`src/rtl/pc_seq_ctrl_if.sv`:
```
// Data-memory read port used by pc_seq_ctrl to fetch memory-indirect branch/jump targets.
// The master raises mem_req with a stable mem_addr until the slave returns mem_ack with mem_rdata.
interface pc_seq_ctrl_if;
    logic        mem_req;
    logic [31:0] mem_addr;
    logic        mem_ack;
    logic [31:0] mem_rdata;

    modport master (output mem_req, output mem_addr, input mem_ack, input mem_rdata);
    modport slave  (input mem_req, input mem_addr, output mem_ack, output mem_rdata);
endinterface

```
`src/rtl/pc_seq_ctrl.sv`:
```
// Program counter sequencer: sequential, direct (bz) and memory-indirect PC changes.
// Indirect targets are read over the mem port while the front end is stalled.
module pc_seq_ctrl #(
    parameter logic [31:0] RESET_PC = 32'h0000_0000,
    parameter logic [7:0]  TIMEOUT  = 8'd255
) (
    input  logic                 clk,
    input  logic                 rst_n,
    input  logic                 instr_valid,
    input  logic [2:0]           status,
    input  logic                 n,
    input  logic                 z,
    input  logic                 v,
    input  logic [25:0]          j_diraddr,
    input  logic [31:0]          tgt_addr,
    pc_seq_ctrl_if.master        mem,
    output logic [31:0]          pc,
    output logic                 stall,
    output logic                 link_we,
    output logic [31:0]          link_data,
    output logic                 sp_dec,
    output logic                 err
);

    typedef enum logic {RUN, WAIT} state_t;
    typedef enum logic [1:0] {KIND_PLAIN, KIND_JALM, KIND_JSPAL} kind_t;

    state_t      state;
    kind_t       kind;
    logic [7:0]  wait_cnt;
    logic [31:0] pc4;
    logic        take_indirect;
    logic        unused_v;

    // The overflow flag is reserved for future branch kinds.
    assign unused_v = v;
    assign pc4      = pc + 32'd4;
    assign stall    = (state != RUN);

    always_comb begin
        take_indirect = 1'b0;
        case (status)
            3'b001:                 take_indirect = n;
            3'b010:                 take_indirect = z;
            3'b100, 3'b101, 3'b110: take_indirect = 1'b1;
            default:                take_indirect = 1'b0;
        endcase
    end

    always_ff @(posedge clk or negedge rst_n) begin
        if (!rst_n) begin
            state        <= RUN;
            kind         <= KIND_PLAIN;
            wait_cnt     <= 8'd0;
            pc           <= RESET_PC;
            mem.mem_req  <= 1'b0;
            mem.mem_addr <= 32'd0;
            link_we      <= 1'b0;
            link_data    <= 32'd0;
            sp_dec       <= 1'b0;
            err          <= 1'b0;
        end else begin
            link_we <= 1'b0;
            sp_dec  <= 1'b0;
            err     <= 1'b0;
            case (state)
                RUN: begin
                    if (instr_valid) begin
                        if (take_indirect) begin
                            state        <= WAIT;
                            wait_cnt     <= 8'd0;
                            mem.mem_req  <= 1'b1;
                            mem.mem_addr <= tgt_addr;
                            link_data    <= pc4;
                            if (status == 3'b101)
                                kind <= KIND_JALM;
                            else if (status == 3'b110)
                                kind <= KIND_JSPAL;
                            else
                                kind <= KIND_PLAIN;
                        end else if (status == 3'b011 && z) begin
                            pc <= {pc4[31:28], j_diraddr, 2'b00};
                        end else begin
                            pc <= pc4;
                            if (status == 3'b111)
                                err <= 1'b1;
                        end
                    end
                end
                WAIT: begin
                    // An ack arriving on the last allowed cycle still wins over the abort.
                    if (mem.mem_ack) begin
                        pc          <= mem.mem_rdata;
                        mem.mem_req <= 1'b0;
                        state       <= RUN;
                        wait_cnt    <= 8'd0;
                        link_we     <= (kind != KIND_PLAIN);
                        sp_dec      <= (kind == KIND_JSPAL);
                    end else if (wait_cnt == TIMEOUT - 8'd1) begin
                        pc          <= link_data;
                        mem.mem_req <= 1'b0;
                        err         <= 1'b1;
                        state       <= RUN;
                        wait_cnt    <= 8'd0;
                    end else begin
                        wait_cnt <= wait_cnt + 8'd1;
                    end
                end
                default: state <= RUN;
            endcase
        end
    end

endmodule

```
`src/flat_wrapper.sv`:
```
// flat-port wrapper written by rule: the top's interface ports become plain ports
module pc_seq_ctrl_flat 
#(
    parameter logic [31:0] RESET_PC = 32'h0000_0000,
    parameter logic [7:0]  TIMEOUT  = 8'd255
)
  (clk, rst_n, instr_valid, status, n, z, v, j_diraddr, tgt_addr, pc, stall, link_we, link_data, sp_dec, err, mem_mem_req, mem_mem_addr, mem_mem_ack, mem_mem_rdata);
  pc_seq_ctrl_if mem_i ();
  input  logic clk;
  input  logic rst_n;
  input  logic instr_valid;
  input  logic [2:0] status;
  input  logic n;
  input  logic z;
  input  logic v;
  input  logic [25:0] j_diraddr;
  input  logic [31:0] tgt_addr;
  output logic [31:0] pc;
  output logic stall;
  output logic link_we;
  output logic [31:0] link_data;
  output logic sp_dec;
  output logic err;
  output wire logic [$bits(mem_i.mem_req)-1:0] mem_mem_req;
  output wire logic [$bits(mem_i.mem_addr)-1:0] mem_mem_addr;
  input wire logic [$bits(mem_i.mem_ack)-1:0] mem_mem_ack;
  input wire logic [$bits(mem_i.mem_rdata)-1:0] mem_mem_rdata;
  assign mem_mem_req = mem_i.mem_req;
  assign mem_mem_addr = mem_i.mem_addr;
  assign mem_i.mem_ack = mem_mem_ack;
  assign mem_i.mem_rdata = mem_mem_rdata;
  pc_seq_ctrl #(.RESET_PC(RESET_PC), .TIMEOUT(TIMEOUT)) u_core (.clk(clk), .rst_n(rst_n), .instr_valid(instr_valid), .status(status), .n(n), .z(z), .v(v), .j_diraddr(j_diraddr), .tgt_addr(tgt_addr), .mem(mem_i), .pc(pc), .stall(stall), .link_we(link_we), .link_data(link_data), .sp_dec(sp_dec), .err(err));
endmodule
```
`config.mk`:
```
export PLATFORM = sky130hd
export DESIGN_NAME = pc_seq_ctrl_flat
export DESIGN_NICKNAME = d
export VERILOG_FILES = /design/src/rtl/pc_seq_ctrl_if.sv /design/src/rtl/pc_seq_ctrl.sv /design/src/flat_wrapper.sv
export SDC_FILE = /design/constraint.sdc
export NUM_CORES = 1
export LEC_CHECK = 0
export CAP_MARGIN = 20
export CORE_ASPECT_RATIO = 2
export CORE_MARGIN = 2
export CORE_UTILIZATION = 42
export DETAILED_ROUTE_END_ITERATION = 6
export HOLD_SLACK_MARGIN = 0.15
export PLACE_DENSITY = 0.77
export SYNTH_ARGS = -nofsm -noshare
export SYNTH_HDL_FRONTEND = slang
export SYNTH_SLANG_ARGS = --single-unit
```
`constraint.sdc`:
```
create_clock -name clk -period 2.1 [get_ports clk]
set_input_delay 0.21 -clock clk [delete_from_list [all_inputs] [get_ports clk]]
set_output_delay 0.21 -clock clk [all_outputs]
set_load 0.02 [all_outputs]
```
### After elaboration in Yosys (flattened, before gate mapping)

Index checks and enable logic that the tools add are counted.

* div/mod/pow operators: 0
* multiplexer cells: 35
* shifts and indexed selects: 0
* magnitude comparators: 0
* add/subtract/negate cells: 2
* reductions and logical operators: 7
* equality and inequality tests: 13
* bitwise operators: 1
* $mul: 0

Operator list (number)
* $mux 32: 4
* $pmux 32 s2: 1
* $add 32x3->32 const B: 1
* $mux 8: 4
* $mux 28: 1
* $mux 1: 18
* $pmux 8 s2: 1
* $eq 3x3->1 const B: 4
* $reduce_and 3->1: 3
* $add 8x1->8 const B: 1
* $eq 8x8->1 const B: 1
* $eq 3x2->1 const B: 2
* $pmux 1 s2: 3
* $mux 2: 2
* $ne 2x2->1 const B: 2
* $eq 3x1->1 const B: 1
* $ne 3x3->1 const B: 1
* $pmux 1 s3: 1
* $reduce_or 3->1: 1
* $eq 2x2->1 const B: 1
* $ne 2x1->1 const B: 1
* $reduce_and 2->1: 1
* $reduce_bool 2->1: 1
* $logic_and 1x1->1: 1
* $not 1->1: 1

* bits in read-only memories: 0
* logic and storage cells: 68
* output and inout bits: 101
* latch bits: 0
* RAM bits: 0
* memories: 0
* bits in registers: 111

### Logic depth before layout (Yosys ltp)

Gate-level depths: netlist of run 1.

* depth in word-level cells: 6
* depth in mapped cells: 9
* gate-level depth less buffers: 7

### Worst setup path before layout of run 1

No wires, ideal clock.

* path type: reg2reg
* from: reg u_core.pc[5]
* to: reg u_core.pc[31]
* clock period less this slack: 2.140 ns
* path buffers: 1
* data arrival time: 2.009 ns
* library setup time: 0.131 ns
* path slack: -0.040 ns
* cell stages (with the launch flop): 7
* cells stage by stage: dfrtp_1 clkbuf_2 nand4_4 or4_4 or4_1 a21oi_1 a211oi_1

* word-level cells in the longest chain between the ends: 4

RTL lines
* start, declared: RTL line pc_seq_ctrl.sv:17 `output logic [31:0] pc,`
* start signal, assigned: RTL line pc_seq_ctrl.sv:82 `pc <= {pc4[31:28], j_diraddr, 2'b00};`
* start signal, assigned: RTL line pc_seq_ctrl.sv:84 `pc <= pc4;`
* start signal, assigned: RTL line pc_seq_ctrl.sv:93 `pc <= mem.mem_rdata;`
* $add 32x3->32: RTL line pc_seq_ctrl.sv:37 `assign pc4 = pc + 32'd4;`
* $mux 32: RTL line pc_seq_ctrl.sv:69 `if (take_indirect) begin`
* $mux 32: RTL line pc_seq_ctrl.sv:68 `if (instr_valid) begin`
* $pmux 32 s2: RTL line pc_seq_ctrl.sv:66 `case (state)`

Every way passes these cells. The select of a mux whose other input is x is not followed.
A chain may end at the register's enable or synchronous reset.

### Final worst setup path of run 1

* from: reg u_core.pc[8]
* to: reg u_core.pc[31]

Same word-level chain as after synthesis.

==> flow_summary.json, run 1 <==
{
  "outcome": "finished, final reports clean",
  "final_area_um2": 8959,
  "synthFlopType": "dfrtp_1",
  "cts_inserted_buffers": 9,
  "ys_seq_elements": 111,
  "cts_tree": "done",
  "timing.final.crit_period_ps": 2035,
  "clkSlewWorstSetupHoldPaths_ps": 80,
  "synth_top_area_share_pct": 45.99,
  "utilization_pct": 63.11,
  "pre_cts_ws_ps": 27.54,
  "grtUsageMet2_pct": 38.25,
  "worstPathRequired_ps": 2330,
  "drt_wl_total_um": 18400,
  "hold_violations": 0,
  "synth_cells": 616,
  "grt_max_degree": 61,
  "fill_cells": 1188,
  "fin_crit_sh_pct": 96.92,
  "cp_cell_sequence": "nand4_4 -> or4_4 -> or4_1 -> a21oi_1 -> a211oi_1",
  "met1_usage_pct": 32.45,
  "gp_congestion": 0.8818,
  "start_util_pct": 42.54,
  "synth_fp_nets": 719,
  "holdCritPathClass": "input pin to flop",
  "synth-async-reset-ratio_pct": 100.0,
  "placementRows": 62,
  "drc": 0,
  "met3_usage_pct": 7.905,
  "slew_headroom_pct": 60.40,
  "cts_max_level": 3,
  "track_usage_pct": 24.49,
  "die_w_um": 88.80,
  "worstMarginPinSlew_ps": 588.6,
  "crit_arrival_ps": 2270,
  "final.setup.worst_slack_ps": 64.71,
  "crit_family": "simple AND/OR/NAND/NOR gates",
  "synth_warnings": 0,
  "dieHeight_um": 173.6,
  "wl_per_cell_um": 17.52,
  "ys_seq_area_share_pct": 45.99,
  "nNetsFinal": 956,
  "synth.cell_area_um2": 6040,
  "grt_overflow": 0,
  "finClkSkew_ps": 8.572,
  "worst_path_max_delay_cell": "or4_4",
  "netlist_top_cells_area": "dfrtp_1 (46%), mux2_2 (9.9%), nand2_1 (5.5%)",
  "p_int_w": 0.006250,
  "drt-vias-per-instance": 5.515,
  "p_per_area_nw_per_um2": 1149,
  "syn2layout_area_growth_pct": 48.33,
  "p_comb_share_pct": 50.3,
  "p_sw_w": 0.004044,
  "first_global_vias": 5902,
  "clock_power_share_pct": 16.3,
  "swShare_pct": 39.28,
  "ant_nets": 0,
  "core_um2": 14200,
  "antenna_found_initial": 0,
  "synth_edf_count": 0,
  "worstSetupPathType": "flop to flop",
  "p_total_w": 0.01029,
  "drive_above_1_share_pct": 17.13,
  "cts_buffer_depth": 2,
  "place_hpwl_um": 13740,
  "worst-path-buf-inv": 0,
  "ys_types": 63,
  "p_leak_nw": 3.705,
  "slew_violations": 0,
  "vias": 5791,
  "final_cell_mix": "clkdlybuf4s50_1 (197), dfrtp_1 (111), nand2_1 (87)",
  "worstPathMaxFanout": 5,
  "irDropWorstVdd_v": 0.0009516,
  "dr.pass1.iters": 5,
  "start_kind": "flop",
  "grt_pass1_wl_um": 29760,
  "postPlaceCellArea_um2": 8660,
  "seq_power_share_pct": 33.5,
  "insertion_delay_ps": 350,
  "first_iter_violations": 323,
  "fmax_mhz": 491.3,
  "diodes": 0,
  "drv_cap": 0,
  "die_area_um2": 15410,
  "crit_path_end_kind": "flop",
  "portBuffers": 199,
  "yosysTopAreaCell": "dfrtp_1",
  "cts_root_buf": "clkbuf_16",
  "rsz0062_at_grt": "no",
  "postSynthAreaPerCell_um2": 9.804,
  "max_stage_delay_ps": 590,
  "clock_sinks": 111,
  "cts_setup_buffers": 0,
  "final_common_cell": "clkdlybuf4s50_1",
  "io_pins": 201,
  "global_route.peak_usage_layer": "met2",
  "setup_viol": 0
}
-- layer usage --
| metal | share of wire (%) | wire [um] | vias up |
|---|---|---|---|
| met5 | 0 | 0 | - |
| met4 | 1.7 | 311 | 0 |
| met3 | 9.9 | 1823 | 23 |
| met2 | 47 | 8695 | 277 |
| met1 | 41 | 7566 | 2747 |
| li1 | - | - | 2744 |
-- tightest hold or removal path, stage by stage --
cell	delay [ps]
buf_2	210
nand2_1	150
nor2_1	60
-- path summary, 6_finish.rpt --
path | start | endpoint | slack, ps | depth (start not counted)
setup / recovery | u_core.pc[8] | u_core.pc[31] | 60 | 5
hold / removal | mem_mem_ack | u_core.link_we | 310 | 3
setup reg to reg | u_core.pc[8] | u_core.pc[31] | 60 | 5
hold reg to reg | u_core.kind[0] | u_core.sp_dec | 470 | 1
max in group asynchronous | rst_n | u_core.pc[13] | 1050 | 3
min in group asynchronous | rst_n | u_core.link_we | 340 | 2
-- layout make-up --
type	instances	area [um^2]	share of cell area (%)
Sequential cell	111	2778	31.01
Clock buffer	10	229.0	2.556
Clock inverter	6	51.30	0.5726
Inverter	7	26.28	0.2933
Timing Repair Buffer	265	2545	28.41
Multi-Input combinational cell	459	3089	34.48
Tap cell	192	240.2	2.682
-- cell families after synthesis --
logic type                 count (synthesis)  share of synthesized area, %
and+or+nand+nor                          200                         16.18
DFF                                      111                         45.99
adders and majority gates                  3                        0.6216
AOI/OAI and AO/OA                        161                         17.73
muxes                                     68                         12.37
buffers and inverters                     46                         3.190
xor gates and xnor gates                  27                         3.916
-- synthesized netlist by cell type, drive strengths merged, types with 7 or more instances --
cell type	n
o22a	10
xnor2	12
a21oi	22
inv	7
xor2	15
buf	16
nand3	19
a211oi	12
dfrtp	111
and4	7
a31oi	17
nor2	34
nand2	88
o21ai	49
nor2b	7
o31ai	8
mux2	53
nand4	13
clkbuf	23
mux2i	15
-- power groups by stage --
stage                     Clock, W  Sequential (W)  Combinational, W
after floorplan                  0         0.00435           0.00167
after global placement           0         0.00344           0.00507
after detailed placement         0         0.00348           0.00515
after CTS                  0.00171         0.00345           0.00519
after global routing       0.00180         0.00355           0.00556
final                      0.00167         0.00345           0.00517
-- registers in the layout, summed over array words and instances, names as in the netlist --
signal and flops:
u_core.mem.mem_addr 32, u_core.sp_dec 1, u_core.link_we 1, u_core.kind 2, u_core.pc 32, u_core.mem.mem_req 1
u_core.err 1, u_core.link_data 32, u_core.stall 1, u_core.wait_cnt 8
-- through the flow --
| stage | TNS [ps] | hold WS, ps | instances |
|---|---|---|---|
| detailed placement | 0 | 188.5 | 1033 |
| CTS | 0 | 310.5 | 1050 |
| global placement | 0 | 188.5 | 1033 |
| floorplan | -60.74 | -85.59 | 616 |
| finish | 0 | 315.0 | 1050 |
| global route | 0 | 320.2 | 1050 |
-- what timing repair did --
action,CTS,global route
resized for setup,0,2
endpoints found under the hold margin,31,0
hold buffers,1,0
setup endpoints to repair,0,7
(Power assumes the default switching activity.)
==> inputs of run 2 (changes only) <==
Settings changed: CORE_MARGIN 2 to not set.
==> flow_summary.json, run 2 (synthesis results as in run 1) <==
{
  "cp-startpoint": "u_core.pc[5]",
  "cts_max_level": 3,
  "final_area_um2": 9035,
  "place_hpwl_um": 15620,
  "start_kind": "flop",
  "die_area_um2": 14890,
  "p_comb_share_pct": 49.8,
  "cts_root_buf": "clkbuf_16",
  "grt_overflow": 0,
  "cts_inserted_buffers": 9,
  "grt_max_degree": 49,
  "final_common_cell": "clkdlybuf4s50_1",
  "drv_cap": 0,
  "placementRows": 61,
  "die_w_um": 86.80,
  "dp.cells": 1034,
  "p_int_w": 0.006280,
  "slew_headroom_pct": 70.44,
  "dieHeight_um": 171.6,
  "worstPathMaxFanout": 6,
  "worstMarginPinSlew_ps": 441.8,
  "crit_path_end_kind": "flop",
  "finClkSkew_ps": 12.88,
  "r2r_start": "u_core.pc[5]",
  "portBuffers": 199,
  "first_global_vias": 6125,
  "top_regs": "u_core.link_data: 32 flops, u_core.mem.mem_addr: 32 flops, u_core.pc: 32 flops",
  "drt-vias-per-instance": 5.694,
  "antenna_found_initial": 1,
  "start_util_pct": 43.24,
  "final_cell_mix": "clkdlybuf4s50_1 (197), dfrtp_1 (109), nand2_1 (87)",
  "clock_power_share_pct": 16.8,
  "crit_arrival_ps": 2230,
  "core_um2": 13970,
  "worstSetupPathType": "flop to flop",
  "syn2layout_area_growth_pct": 49.60,
  "vias": 6002,
  "wl_per_cell_um": 18.89,
  "drc": 0,
  "fin_crit_sh_pct": 95.12,
  "worst_path_max_delay_cell": "or4_4",
  "rsz0062_at_grt": "no",
  "seq_power_share_pct": 33.4,
  "pre_cts_ws_ps": -46.80,
  "outcome": "finished, final reports clean",
  "worstPathRequired_ps": 2330,
  "fmax_mhz": 500.6,
  "io_pins": 201,
  "swShare_pct": 39.84,
  "track_usage_pct": 27.08,
  "slew_violations": 0,
  "setup_viol": 0,
  "p_per_area_nw_per_um2": 1155,
  "holdCritPathClass": "input pin to flop",
  "grt_pass1_wl_um": 30880,
  "hold_start": "mem_mem_ack",
  "p_leak_nw": 3.754,
  "final.setup.worst_slack_ps": 102.4,
  "cts_tree": "done",
  "nNetsFinal": 962,
  "drt_wl_total_um": 19910,
  "max_stage_delay_ps": 560,
  "first_iter_violations": 344,
  "instances_no_fill": 1054,
  "clock_sinks": 111,
  "insertion_delay_ps": 360,
  "timing.final.crit_period_ps": 1998,
  "cp_cell_sequence": "nand4_4 -> or4_4 -> or4_1 -> a21oi_1 -> a211oi_1",
  "clkSlewWorstSetupHoldPaths_ps": 90,
  "ant_nets": 0,
  "irDropWorstVdd_v": 0.0006211,
  "p_sw_w": 0.004158,
  "postPlaceCellArea_um2": 8686,
  "dr.pass1.iters": 5,
  "drive_above_1_share_pct": 18.06,
  "gp_congestion": 0.8970,
  "cts_buffer_depth": 2,
  "hold_violations": 0,
  "fin_tns_setup_ps": 0
}
run 2: changes by cell type in the layout (fill, tap and decap cells not counted), moves of 2 or more:
cell     change
buf_4        +5
inv_8        +2
dfrtp_2      +2
nor4_2       -2
dfrtp_1      -2
run 2: path summary, 6_finish.rpt:
check                           cells past startpoint             endpoint  slack, ps
min in group asynchronous                           2       u_core.link_we        240
worst max-delay path                                5        u_core.pc[31]        100
worst min register to register                      2  u_core.link_data[9]        500
max in group asynchronous                           3        u_core.pc[18]       1250
worst min-delay path                                3       u_core.link_we        220
worst max register to register                      5        u_core.pc[31]        100
run 2: final cells by class:
| cell class | count | area [um^2] |
|---|---|---|
| flip-flops and latches | 111 | 2780 |
| well taps | 189 | 236.5 |
| clock buffers | 9 | 225.2 |
| repair buffers | 271 | 2594 |
| inverters | 7 | 26.28 |
| clock inverters | 7 | 75.07 |
| diodes | 1 | 2.502 |
| fillers | 1174 | 4932 |
| multi-input cells | 459 | 3095 |
run 2: layer usage:
| layer | track usage (%) | vias up | share of wire [%] |
|---|---|---|---|
| li1 | - | 2765 | - |
| met1 | 27.83 | 2881 | 34 |
| met2 | 48.65 | 275 | 54 |
| met3 | 5.278 | 81 | 6.0 |
| met4 | 17.97 | 0 | 6.4 |
| met5 | 0 | - | 0 |
run 2: repair_timing:
item,in CTS,in global routing
hold buffers,1,0
resized for setup,0,7
endpoints found under the hold margin,111,0
setup buffers,0,2
setup endpoints to repair,0,14
run 2: metrics by stage:
stage / power, W / utilization, % / hold WS [ps]
3_5_place_dp: 0.008684 / 62.19 / 69.76
5_1_grt: 0.01102 / 64.69 / 225.2
6_report: 0.01044 / 64.69 / 217.3
3_3_place_gp: 0.008515 / 62.19 / 69.29
2_1_floorplan: 0.006019 / - / -85.59
4_1_cts: 0.01046 / 64.41 / 206.8
run 2: power groups by stage:
stage                     Clock [W]  Combinational, W  Sequential [W]
after floorplan                   0           0.00167         0.00435
after global placement            0           0.00506         0.00345
after detailed placement          0           0.00517         0.00351
after CTS                   0.00179           0.00519         0.00348
after global routing        0.00188           0.00556         0.00358
final                       0.00176           0.00520         0.00348
run 2: critical path: cells and delay by family (launching register included):
kind / cells / cell delay [ps]
AO/OA/AOI/OAI: 2 / 230
AND/OR/NAND/NOR: 3 / 1230
flip-flops: 1 / 420
==> inputs of run 3 (changes only) <==
==> constraint.sdc (replaced) <==
create_clock -name clk -period 2.1 [get_ports clk]
set_input_delay 0.315 -clock clk [delete_from_list [all_inputs] [get_ports clk]]
set_output_delay 0.315 -clock clk [all_outputs]
set_load 0.02 [all_outputs]
==> flow_summary.json, run 3 (synthesis results as in run 1) <==
{
  "outcome": "finished, violations left",
  "violations": "design-rule violations",
  "ant_nets": 0,
  "die_area_um2": 14890,
  "die_w_um": 86.80,
  "nNetsFinal": 968,
  "grt_pass1_wl_um": 30680,
  "drt_wl_total_um": 19860,
  "worstMarginPinSlew_ps": 501.8,
  "setup_viol": 0,
  "drive_above_1_share_pct": 18.97,
  "io_pins": 201,
  "slew_violations": 0,
  "final_cell_mix": "clkdlybuf4s50_1 (197), dfrtp_1 (110), nand2_1 (87)",
  "syn2layout_area_growth_pct": 51.03,
  "cts_max_level": 3,
  "p_total_w": 0.01062,
  "drt-vias-per-instance": 5.658,
  "grt_overflow": 0,
  "track_usage_pct": 26.93,
  "final.setup.worst_slack_ps": 52.85,
  "first_global_vias": 6080,
  "holdCritPathClass": "input pin to flop",
  "finClkSkew_ps": 11.42,
  "dieHeight_um": 171.6,
  "crit_arrival_ps": 2270,
  "clock_sinks": 111,
  "drc": 3,
  "hold_violations": 0,
  "cts_root_buf": "clkbuf_16",
  "placementRows": 61,
  "core_um2": 13970,
  "instances_no_fill": 1060,
  "vias": 5997,
  "final_common_cell": "clkdlybuf4s50_1",
  "first_iter_violations": 410,
  "fin_crit_sh_pct": 97.48,
  "timing.final.crit_period_ps": 2047,
  "seqCellArea_um2": 2779,
  "cts_inserted_buffers": 9,
  "worstPathRequired_ps": 2320,
  "pre_cts_ws_ps": -237.7,
  "place_hpwl_um": 15550,
  "wl_per_cell_um": 18.74,
  "reg2reg_slack_ps": 50,
  "fmax_mhz": 488.5,
  "fill_cells": 1103,
  "worstSetupPathType": "flop to flop",
  "dp.cells": 1041,
  "dr.pass1.iters": 7,
  "p_leak_nw": 3.785,
  "antenna_found_initial": 1,
  "drv_cap": 0,
  "start_kind": "flop",
  "top_regs": "u_core.link_data: 32 flops, u_core.mem.mem_addr: 32 flops, u_core.pc: 32 flops",
  "insertion_delay_ps": 350,
  "grt_max_degree": 45,
  "multiInputGateArea_um2": 3098,
  "crit_path_end_kind": "flop",
  "clkSlewWorstSetupHoldPaths_ps": 80,
  "portBuffers": 199,
  "start_util_pct": 43.24,
  "cts_buffer_depth": 2,
  "gp_congestion": 0.9133,
  "cts_tree": "done",
  "slew_headroom_pct": 66.54,
  "worstPathMaxFanout": 6,
  "p_per_area_nw_per_um2": 1165,
  "irDropWorstVdd_v": 0.0007087
}
## run 3: worst paths after layout
path                            cells past startpoint                  from                   end
worst max-delay path                                7          u_core.pc[2]         u_core.pc[24]
worst min-delay path                                3           mem_mem_ack        u_core.link_we
worst max register to register                      7          u_core.pc[2]         u_core.pc[24]
worst min register to register                      2  u_core.link_data[14]  u_core.link_data[14]
max in group asynchronous                           3                 rst_n    u_core.wait_cnt[0]
min in group asynchronous                           2                 rst_n        u_core.link_we
## run 3: per-layer routing
layer	vias up	track usage, %	routed length (um)
met1	2845	28.43	6868
met2	312	47.55	10460
met4	0	18.19	1316
met5	-	0	0
met3	78	5.038	1217
li1	2762	-	-
## run 3: metrics by stage
step / util, % / instance area (um^2) / setup TNS [ps] / hold slack (ps)
after floorplan: - / 6042 / -60.74 / 19.41
after global placement: 62.65 / 8751 / -269.9 / 233.2
after detailed placement: 62.65 / 8751 / -2016 / 232.5
after CTS: 65.10 / 9092 / 0 / 288.8
after global routing: 65.31 / 9121 / -43.60 / 292.9
final: 65.31 / 9121 / 0 / 290.4
## run 3: area by class of cell
type | count | area share, %
Sequential cell | 111 | 30.47
Inverter | 7 | 0.2881
Multi-Input combinational cell | 459 | 33.96
Clock inverter | 7 | 1.166
Antenna cell | 1 | 0.02743
Clock buffer | 9 | 2.469
Tap cell | 189 | 2.593
Timing Repair Buffer | 277 | 29.03
## run 3: repair_timing
action | CTS | global route
setup buffers | 0 | 1
gates resized for setup | 1 | 9
pin swaps | 0 | 2
endpoints found under the setup margin | 8 | 25
hold buffers | 1 | 0
hold endpoints to repair | 20 | 0
## run 3: power breakdown
group | switching, W | internal, W
Clock | 0.000837 | 0.00106
Sequential | 0.000619 | 0.00286
Combinational | 0.00265 | 0.00259
Total | 0.00411 | 0.00651
## run 3: worst max-delay path: stages (launching register included)
cell	delay, ps
dfrtp_1	460
ha_2	270
nand2_1	130
nor4_1	290
buf_4	190
and2_1	190
a2111oi_1	110
a221oi_1	280
